$ cat src/rtl/trng_pkg.sv
// Shared types and helpers for the TRNG word generator.
package trng_pkg;

    // Von Neumann pair tracker: waiting for a first bit, or holding one.
    typedef enum logic [0:0] {
        IDLE       = 1'b0,
        HAVE_FIRST = 1'b1
    } debias_state_e;

    // Run counter must be able to hold the value `limit` itself.
    function automatic int unsigned run_cnt_width(input int unsigned limit);
        return $clog2(limit + 1);
    endfunction

endpackage

$ cat src/rtl/trng_debias.sv
// Von Neumann debiaser: consumes bits in pairs, emits the first bit of an
// unequal pair (01 -> 0, 10 -> 1) and discards equal pairs.
module trng_debias
    import trng_pkg::*;
(
    input  logic clk,
    input  logic rst_n,
    input  logic clr,
    input  logic in_valid,
    input  logic in_bit,
    output logic out_valid,
    output logic out_bit
);

    debias_state_e state_q, state_d;
    logic          first_q, first_d;

    // State and held first bit of the current pair.
    always_ff @(posedge clk or negedge rst_n) begin
        if (!rst_n) begin
            state_q <= IDLE;
            first_q <= 1'b0;
        end else begin
            state_q <= state_d;
            first_q <= first_d;
        end
    end

    // Pair tracking; the output is same-cycle so the packer sees the pair result
    // on the edge that consumes the second bit.
    always_comb begin
        state_d   = state_q;
        first_d   = first_q;
        out_valid = 1'b0;
        out_bit   = first_q;
        if (clr) begin
            state_d = IDLE;
            first_d = 1'b0;
        end else if (in_valid) begin
            case (state_q)
                IDLE: begin
                    first_d = in_bit;
                    state_d = HAVE_FIRST;
                end
                HAVE_FIRST: begin
                    state_d   = IDLE;
                    out_valid = first_q ^ in_bit;
                end
                default: state_d = IDLE;
            endcase
        end
    end

endmodule

$ cat src/rtl/trng_word_gen.sv
// TRNG word generator: synchronises oscillator channels, XOR-combines them,
// optionally debiases, packs bits into words over valid/ready, and blocks
// output when the combined stream repeats too long.
module trng_word_gen
    import trng_pkg::*;
#(
    parameter int unsigned NUM_OSCILLATORS = 3,
    parameter int unsigned NUM_INVERTER    = 3,
    parameter int unsigned WORD_WIDTH      = 8,
    parameter int unsigned DEBIAS          = 1,
    parameter int unsigned REP_LIMIT       = 16
) (
    input  logic                       clk,
    input  logic                       rst_n,
    input  logic                       trng_en,
    input  logic [NUM_OSCILLATORS-1:0] raw_bits,
    output logic [WORD_WIDTH-1:0]      word_data,
    output logic                       word_valid,
    input  logic                       word_ready,
    output logic                       health_fail
);

    localparam int unsigned RUN_W  = run_cnt_width(REP_LIMIT);
    localparam int unsigned FILL_W = $clog2(WORD_WIDTH);
    localparam int unsigned AGE_W  = 2;

    // Inverter count only shapes the oscillator bank; nothing to build here.
    if (NUM_INVERTER == 0) begin : g_no_inverters
    end

    logic [NUM_OSCILLATORS-1:0] sync1_q, sync1_d;
    logic [NUM_OSCILLATORS-1:0] sync2_q, sync2_d;
    logic [AGE_W-1:0]           en_age_q, en_age_d;
    logic [RUN_W-1:0]           run_cnt_q, run_cnt_d;
    logic                       last_c_q, last_c_d;
    logic                       health_fail_q, health_fail_d;
    logic [FILL_W-1:0]          fill_q, fill_d;
    logic [WORD_WIDTH-1:0]      word_data_q, word_data_d;
    logic                       word_valid_q, word_valid_d;

    logic c_bit_c;
    logic c_valid_c;
    logic feed_valid_c;
    logic emit_valid_c;
    logic emit_bit_c;

    // Two-flop synchronisers and enable-age counter.
    always_ff @(posedge clk or negedge rst_n) begin
        if (!rst_n) begin
            sync1_q  <= '0;
            sync2_q  <= '0;
            en_age_q <= '0;
        end else begin
            sync1_q  <= sync1_d;
            sync2_q  <= sync2_d;
            en_age_q <= en_age_d;
        end
    end

    // Combined bit is trusted only once enable has been high for two edges,
    // which is how long the synchroniser takes to flush stale samples.
    always_comb begin
        sync1_d   = raw_bits;
        sync2_d   = sync1_q;
        en_age_d  = '0;
        if (trng_en) begin
            en_age_d = (en_age_q == AGE_W'(2)) ? en_age_q : en_age_q + AGE_W'(1);
        end
        c_bit_c   = ^sync2_q;
        c_valid_c = trng_en & (en_age_q == AGE_W'(2));
    end

    // Repetition-count health test state.
    always_ff @(posedge clk or negedge rst_n) begin
        if (!rst_n) begin
            run_cnt_q     <= '0;
            last_c_q      <= 1'b0;
            health_fail_q <= 1'b0;
        end else begin
            run_cnt_q     <= run_cnt_d;
            last_c_q      <= last_c_d;
            health_fail_q <= health_fail_d;
        end
    end

    // Run length of equal combined bits; a zero count marks "no previous bit".
    always_comb begin
        run_cnt_d     = run_cnt_q;
        last_c_d      = last_c_q;
        health_fail_d = health_fail_q;
        if (!trng_en) begin
            run_cnt_d     = '0;
            health_fail_d = 1'b0;
        end else if (c_valid_c) begin
            if ((run_cnt_q == '0) || (c_bit_c != last_c_q)) begin
                run_cnt_d = RUN_W'(1);
            end else if (run_cnt_q != RUN_W'(REP_LIMIT)) begin
                run_cnt_d = run_cnt_q + RUN_W'(1);
            end
            last_c_d = c_bit_c;
            if (run_cnt_d == RUN_W'(REP_LIMIT)) begin
                health_fail_d = 1'b1;
            end
        end
    end

    assign feed_valid_c = c_valid_c & ~health_fail_q;

    // Optional von Neumann stage between the combiner and the packer.
    if (DEBIAS != 0) begin : g_debias
        trng_debias u_debias (
            .clk      (clk),
            .rst_n    (rst_n),
            .clr      (~trng_en),
            .in_valid (feed_valid_c),
            .in_bit   (c_bit_c),
            .out_valid(emit_valid_c),
            .out_bit  (emit_bit_c)
        );
    end else begin : g_passthru
        assign emit_valid_c = feed_valid_c;
        assign emit_bit_c   = c_bit_c;
    end

    // Word packer and output handshake registers.
    always_ff @(posedge clk or negedge rst_n) begin
        if (!rst_n) begin
            fill_q       <= '0;
            word_data_q  <= '0;
            word_valid_q <= 1'b0;
        end else begin
            fill_q       <= fill_d;
            word_data_q  <= word_data_d;
            word_valid_q <= word_valid_d;
        end
    end

    // Bits land LSB first; while a word is pending (including its handshake
    // cycle) new bits are dropped so the presented word never changes.
    always_comb begin
        fill_d       = fill_q;
        word_data_d  = word_data_q;
        word_valid_d = word_valid_q;
        if (word_valid_q && word_ready) begin
            word_valid_d = 1'b0;
        end
        if (!trng_en) begin
            fill_d = '0;
        end else if (emit_valid_c && !word_valid_q) begin
            word_data_d[fill_q] = emit_bit_c;
            if (fill_q == FILL_W'(WORD_WIDTH - 1)) begin
                fill_d       = '0;
                word_valid_d = 1'b1;
            end else begin
                fill_d = fill_q + FILL_W'(1);
            end
        end
    end

    assign word_data   = word_data_q;
    assign word_valid  = word_valid_q;
    assign health_fail = health_fail_q;

endmodule

$ cat config.mk
export PLATFORM = sky130hd
export DESIGN_NAME = trng_word_gen
export DESIGN_NICKNAME = d
export VERILOG_FILES = /design/src/rtl/trng_pkg.sv /design/src/rtl/trng_debias.sv /design/src/rtl/trng_word_gen.sv
export SDC_FILE = /design/constraint.sdc
export NUM_CORES = 1
export LEC_CHECK = 0
export ABC_CLOCK_PERIOD_IN_PS = 5200
export CORE_ASPECT_RATIO = 1.75
export CORE_MARGIN = 2
export CORE_UTILIZATION = 50
export CTS_BUF_LIST = sky130_fd_sc_hd__clkbuf_4 sky130_fd_sc_hd__clkbuf_8
export DETAILED_ROUTE_END_ITERATION = 10
export HOLD_SLACK_MARGIN = 0.05
export PLACE_DENSITY = 0.75
export SLEW_MARGIN = 20
export SYNTH_ARGS = -nofsm -noshare
export SYNTH_HDL_FRONTEND = slang
export SYNTH_HIERARCHICAL = 1
export SYNTH_SLANG_ARGS = --single-unit
export TNS_END_PERCENT = 100
$ cat constraint.sdc
create_clock -name clk -period 5.2 [get_ports clk]
set_input_delay 1.56 -clock clk [delete_from_list [all_inputs] [get_ports clk]]
set_output_delay 1.56 -clock clk [all_outputs]
set_load 0.03 [all_outputs]
After elaboration in Yosys (flattened, before gate mapping)
Cells that the tools add are included.
- $add $sub $neg: 3
- multiply operators: 0
- div/mod/pow operators: 0
- order comparisons: 2
- equal/unequal tests: 11
- shifts and indexed selects: 0
- mux-type cells: 30
- bitwise gates (word level): 5
- reductions and logical operators: 11
- operators by type and width (operator ; count):
    5-bit 2-to-1 mux ; 6
    1-bit 2-to-1 mux ; 16
    3-bit 2-to-1 mux ; 3
    8-bit bitwise mux ; 1
    2-bit by 1-bit inequality test with 1-bit output, second input constant ; 4
    2-bit AND reduction ; 4
    5-bit by 1-bit adder with 5-bit output, second input constant ; 1
    5-bit == test, second input constant ; 1
    5-bit logical NOT ; 1
    5-bit inequality test, second input constant ; 1
    3-bit by 4-bit < comparator with 1-bit output, second input constant ; 1
    2-bit 2-to-1 mux ; 2
    2-bit inequality test, second input constant ; 2
    3-bit by 1-bit adder with 3-bit output, second input constant ; 1
    1-bit demux with 3-bit select ; 1
    3-bit == test, second input constant ; 1
    3-bit by 1-bit >= comparator with 1-bit output, second input constant ; 1
    1-bit logical AND ; 3
    3-bit parity ; 1
    2-bit by 1-bit adder with 2-bit output, second input constant ; 1
    1-bit AND ; 2
    2-bit == test, second input constant ; 1
    1-bit NOT ; 2
    1-bit one-hot mux with 2 select lines ; 1
    other kinds (4) ; 4
- bits in registers: 29
- latch bits: 0
- bits in writable memories: 0
- bits in read-only memories: 0
- bits of input ports: 7
- logic and storage cells: 73
- memories: 0

Longest topological paths before layout
Gate-level depths: netlist of run 1.
- word-level depth: 10
- depth in mapped cells: 12

By module
Netlist of run 1, hierarchy kept.
- modules (own cells, without submodules) (module ; times used ; cells an instance ; area an instance (um2) ; seq. area each (um2)):
    trng_word_gen ; 1 ; 122 ; 1323.8 ; 675.6
    trng_debias ; 1 ; 11 ; 108.9 ; 50.0

Least setup slack after synthesis of run 1
Ideal clock, no wire load.
- kind: input -> register
- from: in trng_en
- to: reg word_data_q[6] (netlist: word_data[6])
- setup time: 128 ps
- arrival: 3055 ps
- required time: 5072 ps
- setup slack: 2017 ps
- cell stages on the path: 10
- path through: buf_4 > nand2_1 > nor2_1 > nand2_1 > nor3_1 > nand2b_1 > clkbuf_1 > nor3_2 > nand3_1 > mux2_1
- longest elaborated chain between the ends: 6
- RTL lines (element ; line ; source):
    from (decl) ; trng_word_gen.sv:15 ; input logic trng_en,
    1-bit AND ; trng_word_gen.sv:70 ; c_valid_c = trng_en & (en_age_q == AGE_W'(2));
    1-bit AND ; trng_word_gen.sv:107 ; assign feed_valid_c = c_valid_c & ~health_fail_q;
    net feed_valid_c ; trng_word_gen.sv:43 ; logic feed_valid_c;
    1-bit 2-to-1 mux ; trng_debias.sv:39 ; end else if (in_valid) begin
    1-bit 2-to-1 mux ; trng_debias.sv:36 ; if (clr) begin
    net emit_valid_c ; trng_word_gen.sv:44 ; logic emit_valid_c;
    1-bit logical AND ; trng_word_gen.sv:149 ; end else if (emit_valid_c && !word_valid_q) begin
    2-bit AND reduction (no line) ; n/a ;
    to (signal assigned) ; trng_word_gen.sv:133 ; word_data_q <= word_data_d;
    to (decl) ; trng_word_gen.sv:38 ; logic [WORD_WIDTH-1:0] word_data_q, word_data_d;
The timed path passes the listed nets, and every way through them passes these cells.
A chain may end at the register's enable or synchronous reset.

Worst setup path after layout of run 1
Same ends and word-level chain as after synthesis.

==> results.yml, run 1 <==
status:
  status: "complete, no violations"
clock_network:
  cts_root_buf: "clkbuf_8"
  clkSlewWorstSetupHoldPaths_ns: 0.06
  clock_path_buffers: 2
  cts_max_level: 2
  holdBufCountCts: 0
  cts_resized: 0
  postCtsSetupRepairBufs: 0
  clock_latency_ns: 0.28
  tritoncts: "done"
  numCtsBuffers: 5
  cts.sinks: 29
critical_path:
  crit_top_cell: "nand2_1"
  r2r-end: "word_data[6]$_DFFE_PN0P_"
  critPathCapture: "word_data[6]$_DFFE_PN0P_"
  max_stage_delay_ns: 0.67
  crit_type: "primary input to flip-flop"
  worst-r2r-cell-count: 10
  worstPathArrival_ns: 3.83
  ff2ff_setup_slack_ns: 2.60
  end_kind: "flip-flop"
  crit_start: "trng_en"
  crit_path_max_fanout: 9
  critPathRequiredTime_ns: 5.36
  startpoint_type: "primary input"
  cpMaxStageDelayCell: "clkdlybuf4s50_1"
  r2r-start: "en_age_q[0]$_DFFE_PN0P_"
  crit_chain: "clkdlybuf4s50_1 -> nand2_1 -> nor2_1 -> nand2_1 -> nor3_1 -> nand2b_1 -> nor3_2 -> nand3_1 -> mux2_1"
placement:
  buffer_ports.inserted: 16
  dp_hpwl_um: 1909
  dpl_worst_slack_ns: 1.232
  gp_congestion: 0.8174
sta:
  setup_tns_ns: 0
  hold_viol: 0
  slew_headroom_pct: 60.88
  worstMarginPinSlew_ns: 0.5850
  rsz0062_at_grt: "no"
  setup-violations-final: 0
  period_minus_slack_ns: 3.674
  period_share_pct: 70.65
  finalClockSkew_ns: 0.003984
  finalWorstSetupSlack_ns: 1.526
  max_freq_ghz: 0.2722
  slew_violations: 0
cells_and_area:
  multi_input_comb_area_um2: 649.4
  nNetsFinal: 163
  fin_util_pct: 62.62
  register_area_um2: 725.7
  layout-drive-gt1-share_pct: 11.18
  syn_to_final_growth_pct: 18.95
  fill_cells: 232
  antennaDiodeCount: 0
yosys:
  synth_seq_area_share_pct: 50.66
  syn_avg_cell_area_um2: 10.77
  ys_ff_latch: 29
  yosys_warnings: 6
  syn_inst: 133
  ys_types: 38
  synth_mux_area_share_pct: 6.987
  yosysTopAreaCell: "dfrtp_1"
  synth_nets: 145
  synth_top_family_by_area: "simple AND/OR/NAND/NOR gates"
  netlist_area_mm2: 0.001433
  synth-compound-area-share_pct: 6.900
  yosys.area_share.simple_pct: 21.05
  yosys.area_share.adder_pct: 4.367
  synth_top_area_share_pct: 50.66
  synth_xor_xnor_area_share_pct: 6.026
  synthTopCellsByArea: "dfrtp_1 51%, mux2_1 4.7%, ha_1 4.4%, nor2_1 3.7%, nand2_1 3.4%"
hold_path:
  hold_class: "flip-flop to flip-flop"
global_routing:
  grtUsageTotal_pct: 19.39
  grt_remaining_overflow: 0
  grt_max_degree: 17
  grt_pass1_wl_um: 4657
  grt_pass1_vias: 1047
  grt_antenna_before_repair: 0
route:
  wire_per_inst_um: 14.47
  first_pass_iters: 6
  drt_iter0_drc: 10
  routed_wirelength_um: 2591
  viasPerCell: 5.648
  drc: 0
  antenna_left: 0
  vias: 1011
die:
  die_y_um: 74.81
  initial_core_util_pct: 52.64
  rows: 25
  die-area_mm2: 0.003326
  pin_count: 17
  die_w_um: 44.47
  core_area_mm2: 0.002721
pwr:
  power.density_mw_per_mm2: 337.1
  irDropWorstVdd_mv: 0.2282
  p_leak_nw: 0.7812
flow_run:
  maxCapViolCount: 0
routing by layer:
layer	GRT usage [%]	wire length [µm]	vias up
met5	0	0	-
met4	10.10	63	0
met3	4.556	87	5
met2	33.17	1412	18
met1	21.82	1027	498
li1	-	-	490
critical path, delay by kind of cell:
kind / cells / cell delay, ns
muxes: 1 / 0.33
buffers and inverters: 1 / 0.67
and+or+nand+nor: 7 / 1.28
layout make-up:
cell class	count	area share, %
clock inverter	1	0.2937
tap	27	1.982
clock buffer	7	5.653
sequential	29	42.58
timing repair buffer	17	9.839
multi-input combinational	91	38.11
inverter	7	1.542
cell usage after synthesis (all sizes together):
cell and instances:
o31ai 2, nor3 5, mux2 8, nor3b 5, xnor2 3, ha 5, and3 1, nor2 14
a32oi 1, nand3 5, nand4 2, nand3b 2, buf 3, o211a 1, o32ai 1, or3b 1
inv 7, nand4bb 1, dfrtp 29, clkbuf 3, o22ai 1, nand2b 4, o21ai 4, a21oi 5
nor2b 1, xor2 2, nand2 13, xnor3 1, mux2i 1, nand4b 2
stage by stage:
step	instances	instance area (µm²)	power (mW)	hold slack (ns)
final	179	1704	0.5744	0.3483
after global routing	179	1704	0.6055	0.3686
after CTS	179	1704	0.5814	0.3498
after detailed placement	171	1603	0.3778	0.3358
after global placement	171	1603	0.3690	0.3331
after floorplan	133	1433	0.3484	0.3312
power by group:
group | total [mW] | switching [mW] | internal (mW)
Sequential | 0.265 | 0.0210 | 0.244
Combinational | 0.108 | 0.0627 | 0.0457
Clock | 0.201 | 0.0816 | 0.119
worst min-delay path by stage:
stage | cells after the start | start | endpoint
2_1_floorplan | 0 | sync1_q[0]$_DFF_PN0_ | sync2_q[0]$_DFF_PN0_
3_3_place_gp | 0 | sync1_q[2]$_DFF_PN0_ | sync2_q[2]$_DFF_PN0_
3_5_place_dp | 0 | sync1_q[0]$_DFF_PN0_ | sync2_q[0]$_DFF_PN0_
4_1_cts | 0 | sync1_q[0]$_DFF_PN0_ | sync2_q[0]$_DFF_PN0_
5_1_grt | 0 | sync1_q[0]$_DFF_PN0_ | sync2_q[0]$_DFF_PN0_
6_report | 0 | sync1_q[2]$_DFF_PN0_ | sync2_q[2]$_DFF_PN0_
logic make-up after synthesis:
logic type,after synthesis
adders and majority gates,5
and+or+nand+nor,56
xor gates and xnor gates,6
AOI/OAI and AO/OA,15
muxes,9
DFF,29
buffers and inverters,13
flip-flops by register name, indices dropped and copies added, names as in the netlist:
name and count:
g_debias.u_debias/state_q 1, word_data 8, g_debias.u_debias/out_bit 1, fill_q 3, last_c_q 1, health_fail 1, word_valid 1, sync1_q 3
sync2_q 3, en_age_q 2, run_cnt_q 5
cells in the final DEF, fill, tap and decap left out, drive strengths merged:
master          n
mux2            8
mux2i           1
nand2          13
o21ai           4
nor3b           5
xnor2           3
clkinv          1
nand4bb         1
nor3            5
buf             1
o32ai           1
nand3           5
nand4           2
and3            1
xor2            2
or3b            1
nand4b          2
clkdlybuf4s50  16
a21oi           5
a32oi           1
nand3b          2
inv             7
nand2b          4
o22ai           1
o31ai           2
nor2b           1
nor2           14
o211a           1
xnor3           1
dfrtp          29
clkbuf          7
ha              5
No activity file was read; power rests on OpenSTA's default activity.
==> inputs of run 2 (changes only) <==
--- a/config.mk
+++ b/config.mk
@@ -5,7 +5,7 @@
 export SDC_FILE = /design/constraint.sdc
 export NUM_CORES = 1
 export LEC_CHECK = 0
-export ABC_CLOCK_PERIOD_IN_PS = 5200
+export ABC_CLOCK_PERIOD_IN_PS = 3550
 export CORE_ASPECT_RATIO = 1.75
 export CORE_MARGIN = 2
 export CORE_UTILIZATION = 50
==> constraint.sdc (replaced) <==
create_clock -name clk -period 3.55 [get_ports clk]
set_input_delay 1.065 -clock clk [delete_from_list [all_inputs] [get_ports clk]]
set_output_delay 1.065 -clock clk [all_outputs]
set_load 0.03 [all_outputs]
==> results.yml, run 2 (synthesis results as in run 1) <==
sta:
  hold_viol: 0
  finalWorstSetupSlack_ns: 0.5893
  worstMarginPinSlew_ns: 0.4201
  slew_headroom_pct: 71.99
  slew_violations: 0
  setup_tns_ns: 0
  setup-violations-final: 0
  max_freq_ghz: 0.3378
  period_share_pct: 83.40
  period_minus_slack_ns: 2.961
  rsz0062_at_grt: "no"
  finalClockSkew_ns: 0.005758
clock_network:
  cts_root_buf: "clkbuf_8"
  cts.sinks: 29
  clock_latency_ns: 0.28
  clkSlewWorstSetupHoldPaths_ns: 0.06
  holdBufCountCts: 0
  cts_resized: 0
  tritoncts: "done"
  numCtsBuffers: 5
  postCtsSetupRepairBufs: 0
  cts_max_level: 2
  clock_path_buffers: 2
cells_and_area:
  fin_util_pct: 62.90
  largest_register_ffs: 8
  register_area_um2: 725.7
  layout-drive-gt1-share_pct: 11.76
  antennaDiodeCount: 0
  fill_cells: 219
  multi_input_comb_area_um2: 649.4
  nNetsFinal: 164
  syn_to_final_growth_pct: 19.48
  final_cell_mix: "29 x dfrtp_1, 16 x clkdlybuf4s50_1, 14 x nor2_1"
  final_common_cell: "dfrtp_1"
global_routing:
  grt_antenna_before_repair: 0
  grt_pass1_vias: 1134
  grt_remaining_overflow: 0
  grt_max_degree: 30
  grtUsageTotal_pct: 19.84
  grt_pass1_wl_um: 4816
route:
  drt_iter0_drc: 25
  antenna_left: 0
  vias: 1031
  wire_per_inst_um: 15.02
  drc: 0
  viasPerCell: 5.728
  first_pass_iters: 4
  routed_wirelength_um: 2704
pwr:
  p_seq_share_pct: 46.1
  p_int_uw: 599.8
  irDropWorstVdd_mv: 0.2842
  power.total_uw: 841.8
  switching_share_pct: 28.75
  p_clk_share_pct: 34.9
  switching_power_uw: 242.0
  power_frac_comb_pct: 19.0
  power.density_mw_per_mm2: 491.8
  p_leak_nw: 0.7860
critical_path:
  crit_type: "primary input to flip-flop"
  cpMaxStageDelayCell: "clkdlybuf4s50_1"
  critical_path.top_delay_family: "simple AND/OR/NAND/NOR gates"
  startpoint_type: "primary input"
  critPathRequiredTime_ns: 3.71
  end_kind: "flip-flop"
  crit_chain: "clkdlybuf4s50_1 -> nand2_1 -> nor2_1 -> nand2_1 -> nor3_1 -> nand2b_1 -> nor3_2 -> nand3_1 -> mux2_1"
  crit_top_cell: "nand2_1"
  crit_path_max_fanout: 7
  worstPathArrival_ns: 3.12
  critPathBufInv: 1
  max_stage_delay_ns: 0.48
die:
  die-area_mm2: 0.003326
  pin_count: 17
  die_y_um: 74.81
  rows: 25
  core_area_mm2: 0.002721
  initial_core_util_pct: 52.64
  die_w_um: 44.47
placement:
  dpl_worst_slack_ns: 0.3097
  gp_congestion: 0.7884
  dp_hpwl_um: 1990
  buffer_ports.inserted: 16
hold_path:
  hold_class: "flip-flop to flip-flop"
status:
  status: "complete, no violations"
flow_run:
  maxCapViolCount: 0
[run 2: cell type report]
class	instances	share of cell area, %
inverter	7	1.535
multi-input combinational	91	37.94
sequential	29	42.40
clock buffer	7	5.629
timing repair buffer	18	10.23
tap	27	1.974
clock inverter	1	0.2924
[run 2: worst paths after layout]
check / start / end / slack, ns / cells after the start
setup reg to reg: en_age_q[0]$_DFFE_PN0P_ / word_data[6]$_DFFE_PN0P_ / 0.92 / 10
max in group asynchronous: rst_n / fill_q[0]$_DFFE_PN0P_ / 2.10 / 2
hold reg to reg: sync1_q[1]$_DFF_PN0_ / sync2_q[1]$_DFF_PN0_ / 0.35 / 0
setup / recovery: trng_en / word_data[6]$_DFFE_PN0P_ / 0.59 / 9
min in group asynchronous: rst_n / sync1_q[0]$_DFF_PN0_ / 1.17 / 2
hold / removal: sync1_q[1]$_DFF_PN0_ / sync2_q[1]$_DFF_PN0_ / 0.35 / 0
[run 2: power groups by stage]
stage / Clock, mW / Sequential (mW) / Combinational (mW)
5_1_grt: 0.317 / 0.393 / 0.182
2_1_floorplan: 0 / 0.387 / 0.123
6_report: 0.294 / 0.388 / 0.160
3_5_place_dp: 0 / 0.394 / 0.159
3_3_place_gp: 0 / 0.391 / 0.151
4_1_cts: 0.301 / 0.388 / 0.162
[run 2: per-stage QoR]
| step | hold slack, ns | instances | cell area (µm²) |
|---|---|---|---|
| finish | 0.3530 | 180 | 1712 |
| global route | 0.3573 | 180 | 1712 |
| CTS | 0.3531 | 180 | 1712 |
| detailed placement | 0.3393 | 172 | 1610 |
| global placement | 0.3326 | 172 | 1610 |
| floorplan | 0.3312 | 133 | 1433 |
[run 2: worst reg2reg max path, delay by kind of cell, from the launching register on]
kind                     cells  cell delay [ns]
AND/OR/NAND/NOR              7             1.32
buffers and inverters        1             0.06
flip-flops                   1             0.38
multiplexers                 1             0.33
adder cells (fa/ha/maj)      1             0.41
[run 2: metal layers]
layer | up-vias | share of wire, % | GRT usage [%]
met3 | 8 | 2.8 | 4.556
met4 | 0 | 2.2 | 9.764
met5 | - | 0 | 0
met2 | 26 | 57 | 37.20
met1 | 506 | 38 | 19.50
li1 | 491 | - | -
